--- config.mk ---
export PLATFORM = sky130hd
export DESIGN_NAME = va_stage
export DESIGN_NICKNAME = d
export VERILOG_FILES = /design/src/rtl/router_pkg.sv /design/src/rtl/credit_counter.sv /design/src/rtl/va_stage.sv
export SDC_FILE = /design/constraint.sdc
export NUM_CORES = 1
export LEC_CHECK = 0
export CAP_MARGIN = 20
export CORE_MARGIN = 8
export CORE_UTILIZATION = 42
export CTS_CLUSTER_SIZE = 24
export DETAILED_ROUTE_END_ITERATION = 7
export PLACE_DENSITY = 0.77
export SYNTH_ARGS = -nofsm -noshare
export SYNTH_HDL_FRONTEND = slang
export SYNTH_SLANG_ARGS = --single-unit
--- constraint.sdc ---
create_clock -name clk -period 3.7 [get_ports clk]
set_input_delay 0.925 -clock clk [delete_from_list [all_inputs] [get_ports clk]]
set_output_delay 0.925 -clock clk [all_outputs]
set_load 0.01 [all_outputs]
--- src/rtl/router_pkg.sv ---
// Shared router definitions: flit geometry, direction codes and the link-index mapping.
package router_pkg;

    localparam int FLIT_SIZE = 82;
    localparam int ROUTE_LEN = 3;
    localparam int VALID_BIT = 81;
    localparam int NUM_LINKS = 6;

    localparam logic [ROUTE_LEN-1:0] DIR_INJECT = 3'd0;
    localparam logic [ROUTE_LEN-1:0] DIR_XPOS   = 3'd1;
    localparam logic [ROUTE_LEN-1:0] DIR_YPOS   = 3'd2;
    localparam logic [ROUTE_LEN-1:0] DIR_ZPOS   = 3'd3;
    localparam logic [ROUTE_LEN-1:0] DIR_XNEG   = 3'd4;
    localparam logic [ROUTE_LEN-1:0] DIR_YNEG   = 3'd5;
    localparam logic [ROUTE_LEN-1:0] DIR_ZNEG   = 3'd6;
    localparam logic [ROUTE_LEN-1:0] DIR_EJECT  = 3'd7;

    typedef struct packed {
        logic [FLIT_SIZE-1:0] flit;
        logic [ROUTE_LEN-1:0] route;
    } hold_t;

    // Link directions 1..6 map to credit index 0..5; INJECT/EJECT land outside that range.
    function automatic logic [ROUTE_LEN-1:0] dir_to_link(input logic [ROUTE_LEN-1:0] dir);
        return dir - 3'd1;
    endfunction

endpackage

--- src/rtl/credit_counter.sv ---
// Per-link downstream credit counter; saturates at CREDIT_MAX and flags an extra return.
module credit_counter #(
    parameter int CREDIT_MAX = 16,
    parameter int CREDIT_W   = 5
) (
    input  logic clk,
    input  logic rst,
    input  logic dec,
    input  logic inc,
    output logic avail,
    output logic overflow
);

    logic [CREDIT_W-1:0] cnt_q, cnt_d;

    always_comb begin
        cnt_d    = cnt_q;
        overflow = 1'b0;
        unique case ({inc, dec})
            2'b10: begin
                if (cnt_q == CREDIT_W'(CREDIT_MAX)) overflow = 1'b1;
                else                                 cnt_d    = cnt_q + CREDIT_W'(1);
            end
            2'b01: if (cnt_q != '0) cnt_d = cnt_q - CREDIT_W'(1);
            default: cnt_d = cnt_q;
        endcase
    end

    always_ff @(posedge clk) begin
        if (rst) cnt_q <= CREDIT_W'(CREDIT_MAX);
        else     cnt_q <= cnt_d;
    end

    assign avail = (cnt_q != '0);

endmodule

--- src/rtl/va_stage.sv ---
// Per-input VC allocation stage: one holding register, credit-gated request to the switch allocator.
// Optional VA_STAGE_PERF_EN adds forwarded-flit and stall-cycle counters.
module va_stage
    import router_pkg::*;
#(
    parameter int CREDIT_MAX = 16,
    parameter int CREDIT_W   = 5
) (
    input  logic                 clk,
    input  logic                 rst,
    input  logic [FLIT_SIZE-1:0] flit_in,
    input  logic                 flit_in_valid,
    input  logic [ROUTE_LEN-1:0] route_in,
    output logic                 stall,
    output logic [FLIT_SIZE-1:0] flit_out,
    output logic [ROUTE_LEN-1:0] route_out,
    output logic                 flit_out_valid,
    input  logic                 sa_grant,
    input  logic [NUM_LINKS-1:0] credit_return,
    output logic [NUM_LINKS-1:0] credit_avail,
    output logic [1:0]           err_sticky
`ifdef VA_STAGE_PERF_EN
    ,
    output logic [31:0]          perf_fwd_cnt,
    output logic [31:0]          perf_stall_cnt
`endif
);

    logic                 hold_valid_q, hold_valid_d;
    hold_t                hold_q, hold_d;
    logic [1:0]           err_q, err_d;
    logic [NUM_LINKS-1:0] link_sel, dec, ovf;
    logic                 ok, rel, accept, illegal;

    always_comb begin
        // EJECT and INJECT shift the one-hot past the top, so they never touch a counter.
        link_sel       = NUM_LINKS'(1) << dir_to_link(hold_q.route);
        ok             = (hold_q.route == DIR_EJECT) || (|(link_sel & credit_avail));
        flit_out_valid = hold_valid_q & ok;
        rel            = flit_out_valid & sa_grant;
        dec            = rel ? link_sel : '0;
        // Holding off upstream during reset keeps its flit from being consumed and lost.
        stall          = rst | (hold_valid_q & ~rel);
        accept         = flit_in_valid & ~stall;
        illegal        = accept & (route_in == DIR_INJECT);

        hold_valid_d = hold_valid_q & ~rel;
        hold_d       = hold_q;
        if (accept && !illegal) begin
            hold_valid_d = 1'b1;
            hold_d       = '{flit: flit_in, route: route_in};
        end
        err_d = err_q | {illegal, |ovf};
    end

    always_ff @(posedge clk) begin
        if (rst) begin
            hold_valid_q <= 1'b0;
            hold_q       <= '0;
            err_q        <= '0;
        end else begin
            hold_valid_q <= hold_valid_d;
            hold_q       <= hold_d;
            err_q        <= err_d;
        end
    end

    for (genvar i = 0; i < NUM_LINKS; i++) begin : g_link
        credit_counter #(
            .CREDIT_MAX(CREDIT_MAX),
            .CREDIT_W  (CREDIT_W)
        ) u_cc (
            .clk     (clk),
            .rst     (rst),
            .dec     (dec[i]),
            .inc     (credit_return[i]),
            .avail   (credit_avail[i]),
            .overflow(ovf[i])
        );
    end

    assign flit_out   = hold_q.flit;
    assign route_out  = hold_q.route;
    assign err_sticky = err_q;

`ifdef VA_STAGE_PERF_EN
    logic [31:0] perf_fwd_q, perf_fwd_d, perf_stall_q, perf_stall_d;

    always_comb begin
        perf_fwd_d   = perf_fwd_q + {31'd0, rel};
        perf_stall_d = perf_stall_q + {31'd0, stall};
    end

    always_ff @(posedge clk) begin
        if (rst) begin
            perf_fwd_q   <= '0;
            perf_stall_q <= '0;
        end else begin
            perf_fwd_q   <= perf_fwd_d;
            perf_stall_q <= perf_stall_d;
        end
    end

    assign perf_fwd_cnt   = perf_fwd_q;
    assign perf_stall_cnt = perf_stall_q;
`endif

endmodule

==> results.py <==
metrics = {
    "sta": {
        "number_of_pins_exceeding_their_max_slew_limit_in_the_final_report": 0,
        "hold_slack_ns": 0.451,
        "skew_ns": 0.00729,
        "setup_total_negative_slack_ns": 0,
        "post-route-period-util_pct": 95.9,
        "max_slew.worst_pin.slew_ns": 0.733,
        "timing.max_slew.rel_slack_pct": 51.1,
        "maxClockFrequency_mhz": 282,
        "crit_path_time_final_ns": 3.55,
        "finalHoldViolCount": 0,
        "final-setup-viol-count": 0,
    },
    "global_route": {
        "via_count_of_the_first_global_routing_pass": 5289,
        "grt_first_pass_wirelength_mm": 26.6,
        "largest_net_degree_at_the_start_of_global_routing": 177,
        "grt-ovfl-total": 0,
        "global_route.usage.total_pct": 18.3,
        "grt_antenna_before_repair": 0,
    },
    "die": {
        "io_pins": 190,
        "placeableCoreArea_mm2": 0.0138,
        "die-area_mm2": 0.0182,
        "placementRows": 43,
        "die_y_um": 135,
        "start_util_pct": 42.9,
        "width_of_the_die_um": 135,
    },
    "power_and_ir_drop": {
        "comb_power_share_pct": 18.8,
        "power.sequential.fraction_pct": 35.5,
        "power-per-cell-area_mw_per_mm2": 459,
        "power.switching_uw": 1010,
        "vdd.ir_drop.worst_mv": 0.341,
        "leakage_uw": 0.00358,
        "clock_power_share_pct": 45.7,
        "power_report.internal_total_uw": 3050,
        "p_sw_share_pct": 24.9,
    },
    "synth": {
        "synth_cell_type_count": 47,
        "postSynthCellCount": 691,
        "asyncSetResetFlopFracSynth_pct": 0,
        "ys_dominant_reg_cell": "dfxtp_1",
        "synth_top_area_share_pct": 39.8,
        "post_synth_and_or_nand_nor_area_fraction_pct": 19.3,
        "seq_area_frac_synth_pct": 39.8,
        "cell_type_contributing_the_most_total_cell_area_after_synthesis": "dfxtp_1",
        "netlist_area_before_placement_mm2": 0.00593,
        "synth_enable_flop_cells": 0,
        "yosysWarningCount": 0,
        "postSynthRegisterBits": 118,
        "ys_top_cells_by_area": "dfxtp_1 40%, mux2i_1 14%, nand2_1 13%, ha_1 6.3%, a21oi_1 2.9%",
        "synthesis.nets": 822,
        "muxShareOfSynthArea_pct": 14.8,
        "synth_area_per_cell_um2": 8.58,
        "synth_compound_gate_area_share_pct": 8.61,
        "combinational_family_with_the_most_area_after_synthesis": "simple AND/OR/NAND/NOR gates",
        "post_synth_fa_ha_maj_area_fraction_pct": 8.36,
        "synth_xor_area_share_pct": 2.81,
    },
    "placement": {
        "routabilityCongestion": 0.879,
        "dpl_cell_area_mm2": 0.00810,
        "io_buffer_count": 189,
        "dp_hpwl_mm": 11.9,
        "place_inst": 1050,
    },
    "worst_hold_path": {
        "hold_path.class": "flop to flop",
    },
    "clocking": {
        "clock_latency_ns": 0.41,
        "h-tree-depth": 4,
        "clockRootBuffer": "clkbuf_16",
        "sinks_on_clock_net": 118,
        "postCtsSetupBuffers": 0,
        "clk_transition_reported_paths_ns": 0.05,
        "tritoncts": "built",
        "cts_buffers": 17,
        "clockBufferDepth": 2,
    },
    "run": {
        "cap_viol_max_count": 0,
    },
    "critical_path": {
        "setup.worst_path.end_class": "flop",
        "critical_path.max_fanout": 5,
        "path_class": "flop to flop",
        "worst_ep_required_time_ns": 4.00,
        "cp-start-kind": "flop",
        "critPathArrivalTime_ns": 3.85,
        "regToRegSetupSlack_ns": 0.15,
    },
    "detailed_routing": {
        "antenna_left": 0,
        "vias": 5280,
        "total_routed_wirelength_mm": 16.6,
        "detail_route.first_pass.iterations": 4,
        "via_per_inst": 4.88,
        "drt-initial-drc-count": 240,
        "wire_per_inst_um": 15.3,
        "route.detailed.drc": 0,
    },
    "cells_and_area": {
        "fin_cells": 1082,
        "postLayoutCoreUtil_pct": 63.9,
        "design_area_mm2": 0.00884,
        "final_net_count": 1020,
        "layout-area-overhead-vs-synth_pct": 49.1,
        "post_route_cells_drive_above_1_share_pct": 9.42,
        "num_antenna_cells": 0,
    },
    "run_status": {
        "status": "completed",
    },
}
[registers in the layout, summed over array words and instances, names as in the netlist]
name	cells
route_out	3
flit_out	82
hold_valid_q	1
g_link.u_cc.cnt_q	30
err_sticky	2
[synth_stat cells, types with 3 or more instances]
library cell  instances
nand2_1             203
dfxtp_1             118
mux2i_1              83
inv_1                38
a21oi_1              34
ha_1                 30
clkbuf_1             25
nor2_1               19
xnor2_1              19
o21ai_0              11
and3_1                9
nor4_1                9
nand3_1               8
a211oi_1              7
a21o_1                7
buf_4                 6
buf_6                 6
fa_1                  6
nand2b_1              5
nor2b_1               5
mux2_2                4
and2_1                3
buf_2                 3
o31a_1                3
[final cells by class]
| type | instances | area (um2) |
|---|---|---|
| inverters | 39 | 149 |
| fillers | 1137 | 4990 |
| clock buffers | 22 | 474 |
| clock inverters | 10 | 191 |
| well taps | 180 | 225 |
| multi-input cells | 493 | 3270 |
| flip-flops and latches | 118 | 2360 |
| repair buffers | 220 | 2160 |
[logic make-up after synthesis]
family,Yosys count
adder cells (fa/ha/maj),36
multiplexers,87
XOR/XNOR,19
AO/OA/AOI/OAI,80
buffers and inverters,80
AND/OR/NAND/NOR,271
flip-flops,118
[layout by cell type (no fill, tap or decap), types with 17 or more instances in the layout]
cell / instances
buf_4: 28
inv_1: 38
clkbuf_16: 17
nor2_1: 19
mux2i_1: 83
xnor2_1: 19
nand2_1: 203
a21oi_1: 34
clkdlybuf4s50_1: 188
ha_1: 26
dfxtp_1: 117
[stage by stage]
step | worst slack [ns] | total power (uW)
global placement | 0.0482 | 2210
CTS | 0.0434 | 4090
floorplan | 0.0400 | 1840
finish | 0.151 | 4060
detailed placement | -0.00754 | 2220
global route | -0.0183 | 4240
[worst max-delay path, stage by stage, from the launching register on]
cell,delay (ns)
dfxtp_2,0.33
or4_4,0.55
o311a_1,0.33
nor3_2,0.26
o221ai_2,0.18
and3_1,0.20
ha_1,0.26
inv_1,0.16
fa_2,0.24
nor2b_1,0.06
o21ai_1,0.16
a21oi_1,0.12
o31a_1,0.28
or3_1,0.29
[routing by layer]
layer / wire length [um] / GRT usage [%] / vias up / part of all wire (%)
met5: 0 / 0 / - / 0
met4: 281 / 5.86 / 0 / 1.7
met3: 2280 / 12.4 / 20 / 14
met2: 7490 / 29.3 / 160 / 45
met1: 6520 / 18.9 / 2397 / 39
li1: - / - / 2703 / -
[worst paths after layout]
check / cells after the start / startpoint / endpoint
min reg2reg: 2 / flit_out[43]$_SDFFE_PP0P_ / flit_out[43]$_SDFFE_PP0P_
max: 13 / g_link[5].u_cc.cnt_q[0]$_SDFFE_PP0P_ / g_link[0].u_cc.cnt_q[4]$_SDFFE_PP1P_
max reg2reg: 13 / g_link[5].u_cc.cnt_q[0]$_SDFFE_PP0P_ / g_link[0].u_cc.cnt_q[4]$_SDFFE_PP1P_
min: 2 / flit_out[43]$_SDFFE_PP0P_ / flit_out[43]$_SDFFE_PP0P_
[power by group through the flow]
stage	sequential [uW]	clock, uW	combinational, uW
2_1_floorplan	1490	0	347
3_3_place_gp	1460	0	752
3_5_place_dp	1460	0	758
4_1_cts	1440	1890	765
5_1_grt	1450	1950	830
6_report	1440	1850	763
[timing repair]
action	4_1_cts	5_1_grt
pin swaps	0	2
hold buffers	0	0
setup endpoints to repair	1	4
resized for setup	1	15
(Power assumes the default switching activity.)
